File: config.mk
export PLATFORM = sky130hd
export DESIGN_NAME = pulse_tx_flat
export DESIGN_NICKNAME = d
export VERILOG_FILES = /design/src/rtl/pulse_tx_if.sv /design/src/rtl/pulse_tx.sv /design/src/flat_wrapper.sv
export SDC_FILE = /design/constraint.sdc
export NUM_CORES = 1
export LEC_CHECK = 0
export CORE_AREA = 2 2 39 41
export DETAILED_ROUTE_END_ITERATION = 12
export DIE_AREA = 0 0 41 43
export PLACE_DENSITY = 0.7
export SYNTH_ARGS = -nofsm -noshare
export SYNTH_HDL_FRONTEND = slang
export SYNTH_SLANG_ARGS = --single-unit
File: constraint.sdc
create_clock -name clk -period 7.2 [get_ports clk]
set_input_delay 1.44 -clock clk [delete_from_list [all_inputs] [get_ports clk]]
set_output_delay 1.44 -clock clk [all_outputs]
set_load 0.1 [all_outputs]
File: src/rtl/pulse_tx_if.sv
// Request/pulse interface for pulse_tx. The master side raises requests.
// The slave side (the transmitter) drives the pulse line and status.
interface pulse_tx_if #(
  parameter int CNT_W = 4
);
  logic             req;
  logic             sig_out;
  logic             busy;
  logic [CNT_W-1:0] pending;
  logic             overflow;

  modport master (output req, input sig_out, input busy, input pending, input overflow);
  modport slave  (input req, output sig_out, output busy, output pending, output overflow);
endinterface

File: src/rtl/pulse_tx.sv
// pulse_tx: turns one-cycle requests into width-guaranteed pulses on a
// registered line. A remote 3-flop resynchronizer sees one clean rise and
// one clean fall per request. Requests that arrive while a pulse or gap is
// running are queued in a saturating counter. Requests beyond its depth
// are dropped and flagged.
//
//   state  | meaning
//   IDLE   | line low, nothing in flight
//   HIGH   | line high, timer counts the remaining high cycles
//   GAP    | line low, timer counts the remaining minimum low cycles
module pulse_tx #(
  parameter int HIGH_CYCLES = 3,
  parameter int GAP_CYCLES  = 3,
  parameter int CNT_W       = 4
) (
  input  logic        clk,
  input  logic        rst,
  pulse_tx_if.slave   bus
);
  localparam int MAX_CYC = (HIGH_CYCLES > GAP_CYCLES) ? HIGH_CYCLES : GAP_CYCLES;
  localparam int TMR_W   = $clog2(MAX_CYC) + 1;

  localparam logic [TMR_W-1:0] HIGH_LOAD = TMR_W'(HIGH_CYCLES - 1);
  localparam logic [TMR_W-1:0] GAP_LOAD  = TMR_W'(GAP_CYCLES - 1);
  localparam logic [CNT_W-1:0] PEND_MAX  = '1;

  localparam logic [1:0] S_IDLE = 2'd0;
  localparam logic [1:0] S_HIGH = 2'd1;
  localparam logic [1:0] S_GAP  = 2'd2;

  logic [1:0]       state;
  logic [TMR_W-1:0] timer;
  logic             sig_q;
  logic             ovf_q;
  logic [CNT_W-1:0] pend_q;
  logic [CNT_W-1:0] pend_nxt;
  logic             launch;
  logic             accept;

  // A pulse may start from IDLE, or back-to-back at the end of a gap.
  // A launching request is never dropped, even when the queue is full,
  // because it is consumed in the same cycle.
  always_comb begin
    launch   = ((state == S_IDLE) || ((state == S_GAP) && (timer == '0)))
               && ((pend_q != '0) || bus.req);
    accept   = bus.req && ((pend_q != PEND_MAX) || launch);
    pend_nxt = pend_q;
    if (accept && !launch)
      pend_nxt = pend_q + 1'b1;
    else if (!accept && launch)
      pend_nxt = pend_q - 1'b1;
  end

  // Pulse sequencer: state, down-counting timer and the registered line.
  always_ff @(posedge clk) begin
    if (rst) begin
      state <= S_IDLE;
      timer <= '0;
      sig_q <= 1'b0;
    end else begin
      case (state)
        S_IDLE: begin
          if (launch) begin
            state <= S_HIGH;
            timer <= HIGH_LOAD;
            sig_q <= 1'b1;
          end
        end
        S_HIGH: begin
          if (timer != '0) begin
            timer <= timer - 1'b1;
          end else begin
            state <= S_GAP;
            timer <= GAP_LOAD;
            sig_q <= 1'b0;
          end
        end
        S_GAP: begin
          if (timer != '0) begin
            timer <= timer - 1'b1;
          end else if (launch) begin
            state <= S_HIGH;
            timer <= HIGH_LOAD;
            sig_q <= 1'b1;
          end else begin
            state <= S_IDLE;
          end
        end
        default: begin
          state <= S_IDLE;
          timer <= '0;
          sig_q <= 1'b0;
        end
      endcase
    end
  end

  // Pending queue count and the one-cycle drop flag.
  always_ff @(posedge clk) begin
    if (rst) begin
      pend_q <= '0;
      ovf_q  <= 1'b0;
    end else begin
      pend_q <= pend_nxt;
      ovf_q  <= bus.req && !accept;
    end
  end

  assign bus.sig_out  = sig_q;
  assign bus.pending  = pend_q;
  assign bus.overflow = ovf_q;
  assign bus.busy     = (state != S_IDLE) || (pend_q != '0);

endmodule

File: src/flat_wrapper.sv
// flat-port wrapper written by rule: the top's interface ports become plain ports
module pulse_tx_flat 
#(
  parameter int HIGH_CYCLES = 3,
  parameter int GAP_CYCLES  = 3,
  parameter int CNT_W       = 4
)
  (clk, rst, bus_req, bus_sig_out, bus_busy, bus_pending, bus_overflow);
  pulse_tx_if #(.CNT_W(CNT_W)) bus_i ();
  input  logic clk;
  input  logic rst;
  input wire logic [$bits(bus_i.req)-1:0] bus_req;
  output wire logic [$bits(bus_i.sig_out)-1:0] bus_sig_out;
  output wire logic [$bits(bus_i.busy)-1:0] bus_busy;
  output wire logic [$bits(bus_i.pending)-1:0] bus_pending;
  output wire logic [$bits(bus_i.overflow)-1:0] bus_overflow;
  assign bus_i.req = bus_req;
  assign bus_sig_out = bus_i.sig_out;
  assign bus_busy = bus_i.busy;
  assign bus_pending = bus_i.pending;
  assign bus_overflow = bus_i.overflow;
  pulse_tx #(.HIGH_CYCLES(HIGH_CYCLES), .GAP_CYCLES(GAP_CYCLES), .CNT_W(CNT_W)) u_core (.clk(clk), .rst(rst), .bus(bus_i));
endmodule
==> impl_metrics.ini <==
[setup_path]
crit_type = flip-flop to primary output
r2r-end = u_core.bus.pending[3]
cp_num_cells = 3
cp_slowest_cell = clkdlybuf4s50_1
critPathLaunchType = flip-flop
crit_path_end_kind = primary output
cp_slowest_stage_delay_ps = 960
cp_num_buf_inv = 1
cp_data_required_time_ps = 5760
worstPathArrival_ps = 2320
rr_worst_depth = 10
cp_top_family = buffers and inverters
r2r_slack_ps = 4390
crit_chain = or4_1, nand2b_1, clkdlybuf4s50_1
cp_max_fo = 6
r2r-start = u_core.bus.pending[0]

[clocking]
cts_sinks = 11
cts_tree = yes
clock-root-buffer = clkbuf_4
cts_hold_buf = 0
cts_buffer_depth = 2
htreeDepth = 1
cts_resized = 0
clk_pin_slew_ps = 70
cts_made_buffers = 3
cts_setup_buffers = 0
clkLatencyLatePin_ps = 260

[layout]
drive_above_1_share_pct = 5.814
final_nets = 96
diodes = 0
area_delta_synth_final_pct = 18.76

[floorplan]
io_pins = 10
dieArea_um2 = 1763
start_util_pct = 46.75
die_w_um = 41
coreArea_um2 = 1384
die_h_um = 43
fp-row-count = 14

[detailed_routing]
drt_iter0_markers = 5
viasPerCell = 5.471
drcViolationCount = 0
routedWlPerCell_um = 11.65
via_count = 558
drtPass1Iterations = 4
postRouteAntennaNets = 0
wirelength_mm = 1.188

[sta]
fin_skew_ps = 2.201
fmax_ghz = 0.2659
final_max_slew_viol_count = 0
fin_crit_ps = 3760
tightest_slew_ps = 979.2
rsz0062_at_grt = no
setup_viol = 0
fin_crit_sh_pct = 52.23
max_slew_margin_pct = 34.51
fin_setup_tns_ps = 0
hold_viol_final = 0

[synthesis]
synth_top_area_share_pct = 34.04
synth_area_leaders = dfxtp_1, ha_1, nor2_1
ys_warn_count = 0
synth_top_area_cell = dfxtp_1
synth_nets = 86
syn_area_per_cell_um2 = 8.401
netlist_area_um2 = 646.9
ys_seq_area_share_pct = 34.04
synth_seq_cells = 11
syn_inst = 77
synth_cell_types = 31

[global_route]
grt.overflow.total = 0
antenna_found_initial = 0
grt_max_degree = 13
grt_pass1_wl_mm = 1.835
grtUsageTotal_pct = 15.52
grt_pass1_vias = 474

[placed_design]
post-dp-hpwl_um = 878.7
gp_congestion = 0.6470
port_buffers = 9

[status]
status = finished, final reports clean

[min_path]
whs_path_depth = 2
hold_start = u_core.bus.sig_out
min_to = u_core.bus.sig_out
hp-class = flip-flop to flip-flop

[flow_run]
cap_violations = 0
state kept, by name (all words and copies together), names as in the netlist:
name and count:
u_core.bus.pending 4, u_core.timer 3, u_core.state 2, u_core.bus.overflow 1, u_core.bus.sig_out 1
stage by stage:
stage	utilization, %	cells	setup slack (ps)	area (um2)	hold slack, ps
after floorplan	-	77	3716	646.9	492.3
after global placement	53.62	98	3478	742.0	460.0
after detailed placement	53.62	98	3441	742.0	465.0
after CTS	55.52	102	3422	768.2	474.8
after global routing	55.52	102	3334	768.2	497.0
final	55.52	102	3440	768.2	469.9
placed cells by master (no fill, tap or decap), types with 2 or more instances in the layout:
master | netlist | layout
nor2b_1 | 4 | 4
a21oi_1 | 7 | 7
o21ai_0 | 2 | 2
clkbuf_4 | 0 | 3
nor2_1 | 12 | 12
nand2b_1 | 2 | 2
dfxtp_1 | 11 | 11
mux2i_1 | 2 | 2
inv_1 | 5 | 5
a31oi_1 | 2 | 2
clkdlybuf4s50_1 | 0 | 9
nand2_1 | 2 | 2
ha_1 | 5 | 5
per-layer routing:
metal	global-route usage, %	share of wire [%]	vias to the layer above
li1	-	-	295
met1	18.57	49	256
met2	22.81	47	5
met3	3.141	2.7	2
met4	12.00	0.76	0
met5	0	0	-
synth_stat cells:
library cell	instances
mux2i_1	2
nor3_1	1
and2_1	1
o211ai_1	1
xnor2_1	1
xor2_1	1
o21a_1	1
a2111o_1	1
nor4b_1	1
inv_1	5
nor2b_1	4
nor4_1	1
nor2_1	12
clkbuf_1	4
a2111oi_0	1
nand2b_1	2
nand2_1	2
fa_1	1
nand3_1	1
or4_1	1
a21oi_1	7
nand4_1	1
a221oi_1	1
o2111ai_1	1
mux2_2	1
a31oi_1	2
o21ai_0	2
a211oi_1	1
ha_1	5
dfxtp_1	11
or2_4	1
worst max path at each step:
stage | startpoint | end | slack [ps]
3_3_place_gp | bus_req | u_core.bus.pending[3] | 3480
3_5_place_dp | bus_req | u_core.bus.pending[3] | 3440
4_1_cts | u_core.bus.pending[0] | bus_busy | 3420
5_1_grt | u_core.bus.pending[0] | bus_busy | 3330
2_1_floorplan | u_core.bus.pending[0] | bus_busy | 3720
6_report | u_core.bus.pending[0] | bus_busy | 3440
worst reg2reg max path, cell delays in order, from the launching register on:
cell	delay, ps
dfxtp_1	380
or4_1	550
or2_4	270
nand2_1	80
ha_1	180
inv_1	90
ha_1	330
a21oi_1	200
a211oi_1	100
a31oi_1	170
mux2_2	350
kinds of logic (layout without fill, tap and decap cells):
group / after synthesis / count (layout) / share of synthesized area, %
flip-flops: 11 / 11 / 34.04
buffers and inverters: 9 / 18 / 5.222
AND/OR/NAND/NOR: 28 / 28 / 22.24
multiplexers: 3 / 3 / 4.836
AO/OA/AOI/OAI: 18 / 18 / 18.18
XOR/XNOR: 2 / 2 / 2.708
adder cells (fa/ha/maj): 6 / 6 / 12.77
cell type report:
class,count,area (um2)
Fill cell,138,615.6
Inverter,5,18.77
Sequential cell,11,220.2
Multi-Input combinational cell,57,392.9
Clock buffer,4,26.28
Timing Repair Buffer,9,90.09
Tap cell,16,20.02
Power is not shown: default switching activity piles up to over one toggle a cycle in this logic, so the estimate is an artifact.
